File: src/rtl/move_queue.sv
// Move-command FIFO between the SPI parser and the stepping engine.
// Ports: clk/reset, flush, clr_status, wr_* push side, rd_* pop side, count, overflow/underrun.
module move_queue #(
  parameter int DEPTH  = 4,
  parameter int WORD_W = 64
) (
  input  logic                       clk,
  input  logic                       reset,
  input  logic                       flush,
  input  logic                       clr_status,
  input  logic                       wr_valid,
  output logic                       wr_ready,
  input  logic                       wr_dir,
  input  logic [WORD_W-1:0]          wr_duration,
  input  logic [WORD_W-1:0]          wr_increment,
  input  logic [WORD_W-1:0]          wr_incinc,
  output logic                       rd_valid,
  input  logic                       rd_ready,
  output logic                       rd_dir,
  output logic [WORD_W-1:0]          rd_duration,
  output logic [WORD_W-1:0]          rd_increment,
  output logic [WORD_W-1:0]          rd_incinc,
  output logic [$clog2(DEPTH):0]     count,
  output logic                       overflow,
  output logic                       underrun
);

  localparam int AW = $clog2(DEPTH);
  localparam int PW = AW + 1;

  logic              mem_dir [DEPTH];
  logic [WORD_W-1:0] mem_dur [DEPTH];
  logic [WORD_W-1:0] mem_inc [DEPTH];
  logic [WORD_W-1:0] mem_ii  [DEPTH];

  logic [PW-1:0] wr_ptr;
  logic [PW-1:0] rd_ptr;
  logic [PW-1:0] cnt;
  logic          armed;
  logic          ovf;
  logic          und;

  logic [AW-1:0] wr_idx;
  logic [AW-1:0] rd_idx;
  logic          empty;
  logic          full;
  logic          push;
  logic          pop;
  logic          ovf_set;
  logic          und_set;

  assign wr_idx = wr_ptr[AW-1:0];
  assign rd_idx = rd_ptr[AW-1:0];

  assign empty = (wr_ptr == rd_ptr);
  // same slot, opposite lap: writer is a full lap ahead
  assign full  = (wr_idx == rd_idx) &&
                 (wr_ptr[AW] != rd_ptr[AW]);

  // flush wins over any transfer in the same cycle
  assign push = wr_valid & ~full & ~flush;
  assign pop  = rd_ready & ~empty & ~flush;

  // status events are judged on the pre-edge state
  assign ovf_set = wr_valid & full;
  assign und_set = rd_ready & empty & armed;

  always_ff @(posedge clk or posedge reset) begin
    if (reset) begin
      wr_ptr <= '0;
      rd_ptr <= '0;
      cnt    <= '0;
      armed  <= 1'b0;
    end else if (flush) begin
      wr_ptr <= '0;
      rd_ptr <= '0;
      cnt    <= '0;
      armed  <= 1'b0;
    end else begin
      if (push)
        wr_ptr <= wr_ptr + PW'(1);
      if (pop) begin
        rd_ptr <= rd_ptr + PW'(1);
        armed  <= 1'b1;
      end
      if (push && !pop)
        cnt <= cnt + PW'(1);
      else if (pop && !push)
        cnt <= cnt - PW'(1);
    end
  end

  // sticky flags; a set in the clear cycle survives
  always_ff @(posedge clk or posedge reset) begin
    if (reset) begin
      ovf <= 1'b0;
      und <= 1'b0;
    end else begin
      if (ovf_set)
        ovf <= 1'b1;
      else if (clr_status)
        ovf <= 1'b0;
      if (und_set)
        und <= 1'b1;
      else if (clr_status)
        und <= 1'b0;
    end
  end

  // payload storage is left unreset
  always_ff @(posedge clk) begin
    if (push) begin
      mem_dir[wr_idx] <= wr_dir;
      mem_dur[wr_idx] <= wr_duration;
      mem_inc[wr_idx] <= wr_increment;
      mem_ii[wr_idx]  <= wr_incinc;
    end
  end

  assign wr_ready = ~full;
  assign rd_valid = ~empty;
  assign count    = cnt;
  assign overflow = ovf;
  assign underrun = und;

  // fall-through head; zeroed while empty
  always_comb begin
    rd_dir       = 1'b0;
    rd_duration  = '0;
    rd_increment = '0;
    rd_incinc    = '0;
    if (!empty) begin
      rd_dir       = mem_dir[rd_idx];
      rd_duration  = mem_dur[rd_idx];
      rd_increment = mem_inc[rd_idx];
      rd_incinc    = mem_ii[rd_idx];
    end
  end

endmodule

File: config.mk
export PLATFORM = sky130hd
export DESIGN_NAME = move_queue
export DESIGN_NICKNAME = d
export VERILOG_FILES = /design/src/rtl/move_queue.sv
export SDC_FILE = /design/constraint.sdc
export NUM_CORES = 1
export LEC_CHECK = 0
export ABC_AREA = 1
export CAP_MARGIN = 20
export CORE_MARGIN = 5
export CORE_UTILIZATION = 34
export DETAILED_ROUTE_END_ITERATION = 7
export HOLD_SLACK_MARGIN = 0.05
export SETUP_SLACK_MARGIN = 0.4
export SYNTH_ARGS = -nofsm -noshare
export SYNTH_HDL_FRONTEND = slang
export SYNTH_SLANG_ARGS = --single-unit
File: constraint.sdc
create_clock -name clk -period 9.2 [get_ports clk]
set_input_delay 1.84 -clock clk [delete_from_list [all_inputs] [get_ports clk]]
set_output_delay 1.84 -clock clk [all_outputs]
set_load 0.005 [all_outputs]
==> results of run 1 <==
==> logic make-up (layout without fill, tap and decap cells) <==
kind of cell | after synthesis | count (layout)
compound gates | 591 | 591
xor+xnor | 1 | 1
fa+ha+maj | 6 | 6
buf+inv | 361 | 786
flops | 784 | 784
other cells | 0 | 8
simple gates | 628 | 628
==> state kept, by name, summed over array words and instances (netlist names) <==
signal    flops
armed         1
count         3
mem_dir       4
mem_dur     256
mem_ii      256
mem_inc     256
overflow      1
rd_ptr        3
underrun      1
wr_ptr        3
==> cell usage after synthesis, drive strengths merged <==
cell,instances,area share [%]
edfxtp,772,76
nor2,395,4.9
o21ai,391,6.4
nand2,229,2.9
inv,212,2.6
o22ai,195,4.0
clkbuf,81,0.99
buf,68,1.3
dfrtp,12,0.98
ha,5,0.20
a21oi,4,0.077
nand3,4,0.16
fa,1,0.065
o21a,1,0.024
xnor2,1,0.029
==> worst register-to-register path, cell delays in order (launching register included) <==
cell and delay [ns]:
dfrtp_4 0.81, inv_6 0.39, nand2_1 0.17, nand2_1 0.14
nand3_4 0.48, buf_4 0.78, nand2_2 0.25, inv_2 0.17
nor2_4 0.06, fa_1 0.38, xnor2_1 0.18, inv_1 0.06
nand2_1 0.06, nand2_1 0.04, nand2_1 0.06, nand2_1 0.04
==> final timing paths <==
check,from,end,slack [ns],depth (start not counted)
min in group asynchronous,reset,count[2],1.54,2
max in group asynchronous,reset,rd_ptr[1],7.28,2
worst max register to register,rd_ptr[1],count[2],5.03,15
worst min-delay path,armed,armed,0.51,2
worst max-delay path,rd_ptr[0],rd_incinc[62],2.94,7
worst min register to register,armed,armed,0.51,2
==> per-layer routing <==
layer	part of all wire [%]	track usage, %	routed length [microns]	vias to the layer above
met1	42	19.8	31500	9520
met4	2.5	5.22	1870	10
met3	5.5	2.86	4100	125
met2	50	25.2	37500	461
li1	-	-	-	9173
met5	0.099	0	74	-
==> area by class of cell <==
class | count | area share [%]
antenna | 8 | 0.0521
timing repair buffer | 420 | 11.0
clock buffer | 98 | 5.56
multi-input combinational | 1226 | 15.0
sequential | 784 | 61.2
inverter | 212 | 2.10
tap | 1176 | 3.83
clock inverter | 56 | 1.32
==> stage by stage <==
step                hold slack, ns  instance area (sq um)  worst slack, ns
floorplan                    0.466                  30700            -1.68
global placement             0.481                  35700             3.57
detailed placement           0.498                  35700             3.56
CTS                          0.512                  38400             2.86
global route                 0.527                  38400             2.64
finish                       0.506                  38400             2.94
==> report_power, final <==
| part | switching, uW | internal [uW] |
|---|---|---|
| clock | 1370 | 1840 |
| combinational | 904 | 732 |
| sequential | 45.2 | 4040 |
==> cells in the final DEF, fill, tap and decap left out <==
| cell | instances |
|---|---|
| clkinvlp_4 | 5 |
| o21ai_0 | 329 |
| inv_1 | 208 |
| nor2_1 | 389 |
| clkdlybuf4s50_1 | 398 |
| nand3_1 | 1 |
| clkbuf_16 | 83 |
| nand2_4 | 1 |
| dfrtp_4 | 2 |
| bufinv_16 | 6 |
| fa_1 | 1 |
| xnor2_1 | 1 |
| a21oi_1 | 3 |
| buf_4 | 16 |
| o22ai_1 | 195 |
| nor2_4 | 5 |
| clkinv_8 | 1 |
| edfxtp_1 | 772 |
| a21oi_2 | 1 |
| dfrtp_1 | 10 |
| clkinv_2 | 16 |
| o21ai_1 | 62 |
| inv_6 | 4 |
| clkinv_1 | 20 |
| nand3_4 | 2 |
| clkinv_4 | 1 |
| nand2_2 | 4 |
| buf_12 | 6 |
| diode_2 | 8 |
| inv_8 | 2 |
| o21a_1 | 1 |
| nand3_2 | 1 |
| inv_2 | 2 |
| clkinv_16 | 1 |
| nand2_1 | 224 |
| nor2_2 | 1 |
| clkbuf_1 | 15 |
| ha_1 | 5 |
| inv_16 | 2 |
==> impl_metrics.toml, run 1 <==
[cts]
htreeDepth = 3
cts_tree = "done"
cts.sinks = 784
clkLatencyLatePin_ns = 0.63
clk_path_buf_depth = 3
cts_root_buf = "clkbuf_16"
clk_pin_slew_ns = 0.06
cts_buffers = 83
cts_setup_buffers = 0
cts_resized = 0
hold_buffers = 0

[setup_path]
max_stage_delay_ns = 0.88
startpoint_type = "flop"
cpMostUsedCell = "buf_4"
arrival_ns = 4.42
critPathMaxFanout = 86
crit_chain = "buf_4 -> buf_4 -> o21ai_0 -> o22ai_1 -> nand2_1 -> inv_1 -> clkdlybuf4s50_1"
cp_slowest_cell = "dfrtp_4"
critical_path_class = "reg -> out"
cp-end-kind = "output pin"
cp_top_family = "buffers and inverters"
cp_data_required_time_ns = 7.36
path_buf_inv = 4

[sta]
finalCriticalPeriod_ns = 6.26
grt_setup_unrepaired = "false"
fin_tns_setup_ns = 0
max_freq_mhz = 160
fin_crit_sh_pct = 68.0
worstMarginPinSlew_ns = 1.16
relSlewSlack_pct = 22.8
maxSlewViolCount = 0
setup_viol = 0
clock_skew_ns = 0.0212
hold_viol = 0

[die]
num_io_pins = 399
die-height_microns = 310
initial_utilization_pct = 34.2
dieArea_sq_um = 96400
coreArea_sq_um = 89900
die_x_microns = 310
std_cell_rows = 110

[placed_design]
place_congestion = 0.723
dp_cells = 3818
hpwlAfterDp_mm = 42.4
place.port_buffers = 398

[cells_and_area]
drive_gt1_share_pct = 5.79
final_util_pct = 42.7
fin_cells = 3980
fillers = 8208
area_delta_synth_final_pct = 25.1
multiInputGateArea_sq_um = 5750
regArea_sq_um = 23500
nets = 2932

[synthesis]
syn_nets = 2576
ys_seq_area_share_pct = 76.5
synth-simple-area-share_pct = 7.88
synth_top_family_by_area = "compound AO/OA/AOI/OAI gates"
ys_seq_elements = 784
synth_fa_ha_area_share_pct = 0.269
synth_xor_area_share_pct = 0.0285
syn_area_sq_um = 30700
ys_warn_count = 0
syn-instance-count = 2371
synth_compound_area_share_pct = 10.5
synthDistinctLibCells = 27
avgSynthCellArea_sq_um = 12.9
muxShareOfSynthArea_pct = 0

[routing]
via_per_inst = 4.85
ant_nets = 0
drt_iter0_drc = 1385
drt-pass1-iter-count = 5
wl_mm = 75.1
wire_per_inst_microns = 18.9
vias = 19300
drc_errors = 0

[power_and_ir_drop]
p_total_uw = 8940
ir_drop_v = 0.000143
p_per_area_nw_per_um2 = 233
leakage_uw = 0.0139

[global_routing]
gr-usage-all-layers_pct = 15.0
antenna_found_initial = 13
gr-total-overflow = 0
grt_pass1_vias = 18600
grt_max_degree = 186
grt_pass1_wl_mm = 112

[min_path]
min_path_type = "reg -> reg"

[job]
max_cap_viol_count = 0

[outcome]
status = "finished, final reports clean"
Power figures use the tool's default switching activity.
==> run 2, diff against run 1 <==
==> constraint.sdc (replaced) <==
create_clock -name clk -period 5.3 [get_ports clk]
set_input_delay 1.06 -clock clk [delete_from_list [all_inputs] [get_ports clk]]
set_output_delay 1.06 -clock clk [all_outputs]
set_load 0.005 [all_outputs]
==> run 2 against run 1 <==
Compared with the run above:
- wire length is 2.5% higher
- clock skew is 0.0073 ns lower
- non-clock buffer count is 21 higher
- flip-flop and latch count stayed put
- die area stayed put
- first-iteration DRC count is 7.6% lower
- design area is 0.80% higher
- total power is 72% higher
- core utilization is 0.34 points higher
- combinational power is 79% higher
- via count is 0.39% higher
- critical endpoint is now rd_incinc[44]
- largest cell class unchanged
==> impl_metrics.toml, run 2 (synthesis results as in run 1) <==
[setup_path]
rr_worst_depth = 14
r2r-end = "count[2]"
critical_path_class = "reg -> out"
cp_data_required_time_ns = 4.24
critPathMaxFanout = 192
arrival_ns = 3.53
cp-end-kind = "output pin"
r2r_setup_slack_ns = 2.46
startpoint_type = "flop"
reg2reg_from = "rd_ptr[1]"

[power_and_ir_drop]
p_total_uw = 15400
ir_drop_v = 0.000249
leakage_uw = 0.0140
p_per_area_nw_per_um2 = 397

[routing]
wl_mm = 76.9
via_per_inst = 4.83
ant_nets = 0
drt-pass1-iter-count = 5
drt_iter0_drc = 1280
vias = 19400
wire_per_inst_microns = 19.2
drc_errors = 0

[sta]
setup_viol = 0
maxSlewViolCount = 0
grt_setup_unrepaired = "false"
max_freq_mhz = 218
worstMarginPinSlew_ns = 1.33
worst_hold_slack_ns = 0.506
relSlewSlack_pct = 11.1
hold_viol = 0
fin_crit_sh_pct = 86.6
finalCriticalPeriod_ns = 4.59
clock_skew_ns = 0.0139

[min_path]
min_from = "armed"
hold-path-endpoint = "armed"
min_path_type = "reg -> reg"
holdPathStages = 2

[placed_design]
place.port_buffers = 398
dp_cells = 3839
place_congestion = 0.751
hpwlAfterDp_mm = 45.2

[die]
die_x_microns = 310
dieArea_sq_um = 96400
num_io_pins = 399
std_cell_rows = 110
die-height_microns = 310
coreArea_sq_um = 89900
initial_utilization_pct = 34.2

[cts]
cts_setup_buffers = 0
hold_buffers = 0
clkLatencyLatePin_ns = 0.62
cts_resized = 0
clk_pin_slew_ns = 0.06
cts_root_buf = "clkbuf_16"
cts_buffers = 84
cts.sinks = 784
clk_path_buf_depth = 3
cts_tree = "done"
htreeDepth = 3

[global_routing]
grt_max_degree = 197
antenna_found_initial = 21
grt_pass1_wl_mm = 114
gr-total-overflow = 0
gr-usage-all-layers_pct = 15.4
grt_pass1_vias = 18900

[cells_and_area]
mostFrequentLayoutCells = "edfxtp_1 (772), clkdlybuf4s50_1 (398), nor2_1 (389)"
drive_gt1_share_pct = 6.50
final_common_cell = "edfxtp_1"
fin_cells = 4009
area_delta_synth_final_pct = 26.1
reg.largest.list = "mem_dur (256), mem_ii (256), mem_inc (256)"
nets = 2954

[outcome]
status = "finished, final reports clean"

[job]
max_cap_viol_count = 0
[run 2: per-layer routing]
layer	GRT usage (%)	routed length, microns	share of wire, %	vias to the layer above
met3	2.76	3540	4.6	120
met5	0	55	0.071	-
met4	6.30	2040	2.7	8
met1	19.4	31700	41	9575
li1	-	-	-	9245
met2	26.4	39600	52	417
[run 2: area by class of cell]
cell class	instances	area, sq um
Fill cell	8185	51200
Clock inverter	48	315
Antenna cell	16	40.0
Inverter	212	808
Timing Repair Buffer	441	4610
Clock buffer	106	2230
Multi-Input combinational cell	1226	5750
Tap cell	1176	1470
Sequential cell	784	23500
[run 2: critical path, stage by stage (launching register included)]
cell,delay [ns]
dfrtp_4,0.64
inv_8,0.21
buf_12,0.35
o21ai_0,0.18
o22ai_1,0.32
nand2_1,0.09
inv_1,0.07
clkdlybuf4s50_1,0.49
[run 2: worst max path at each step]
stage	startpoint	endpoint	slack, ns	cells after the start
6_report	rd_ptr[0]	rd_incinc[44]	0.71	7
5_1_grt	rd_ptr[0]	rd_incinc[44]	0.54	7
4_1_cts	rd_ptr[0]	rd_incinc[27]	0.71	7
3_5_place_dp	rd_ptr[0]	rd_incinc[27]	1.43	7
3_3_place_gp	rd_ptr[1]	rd_incinc[54]	1.49	8
2_1_floorplan	flush	mem_dir[0]	-1.55	3
[run 2: metrics by stage]
| stage | area (sq um) | util (%) | setup WS (ns) | setup TNS, ns |
|---|---|---|---|---|
| finish | 38700 | 43.1 | 0.709 | 0 |
| global placement | 36100 | 40.2 | 1.49 | 0 |
| global route | 38700 | 43.1 | 0.536 | 0 |
| CTS | 38700 | 43.0 | 0.710 | 0 |
| detailed placement | 36100 | 40.2 | 1.43 | 0 |
| floorplan | 30700 | - | -1.55 | -899.87 |
[run 2: report_power, final]
group | internal [uW] | switching [uW]
sequential | 7000 | 55.8
clock | 3000 | 2350
combinational | 1310 | 1630
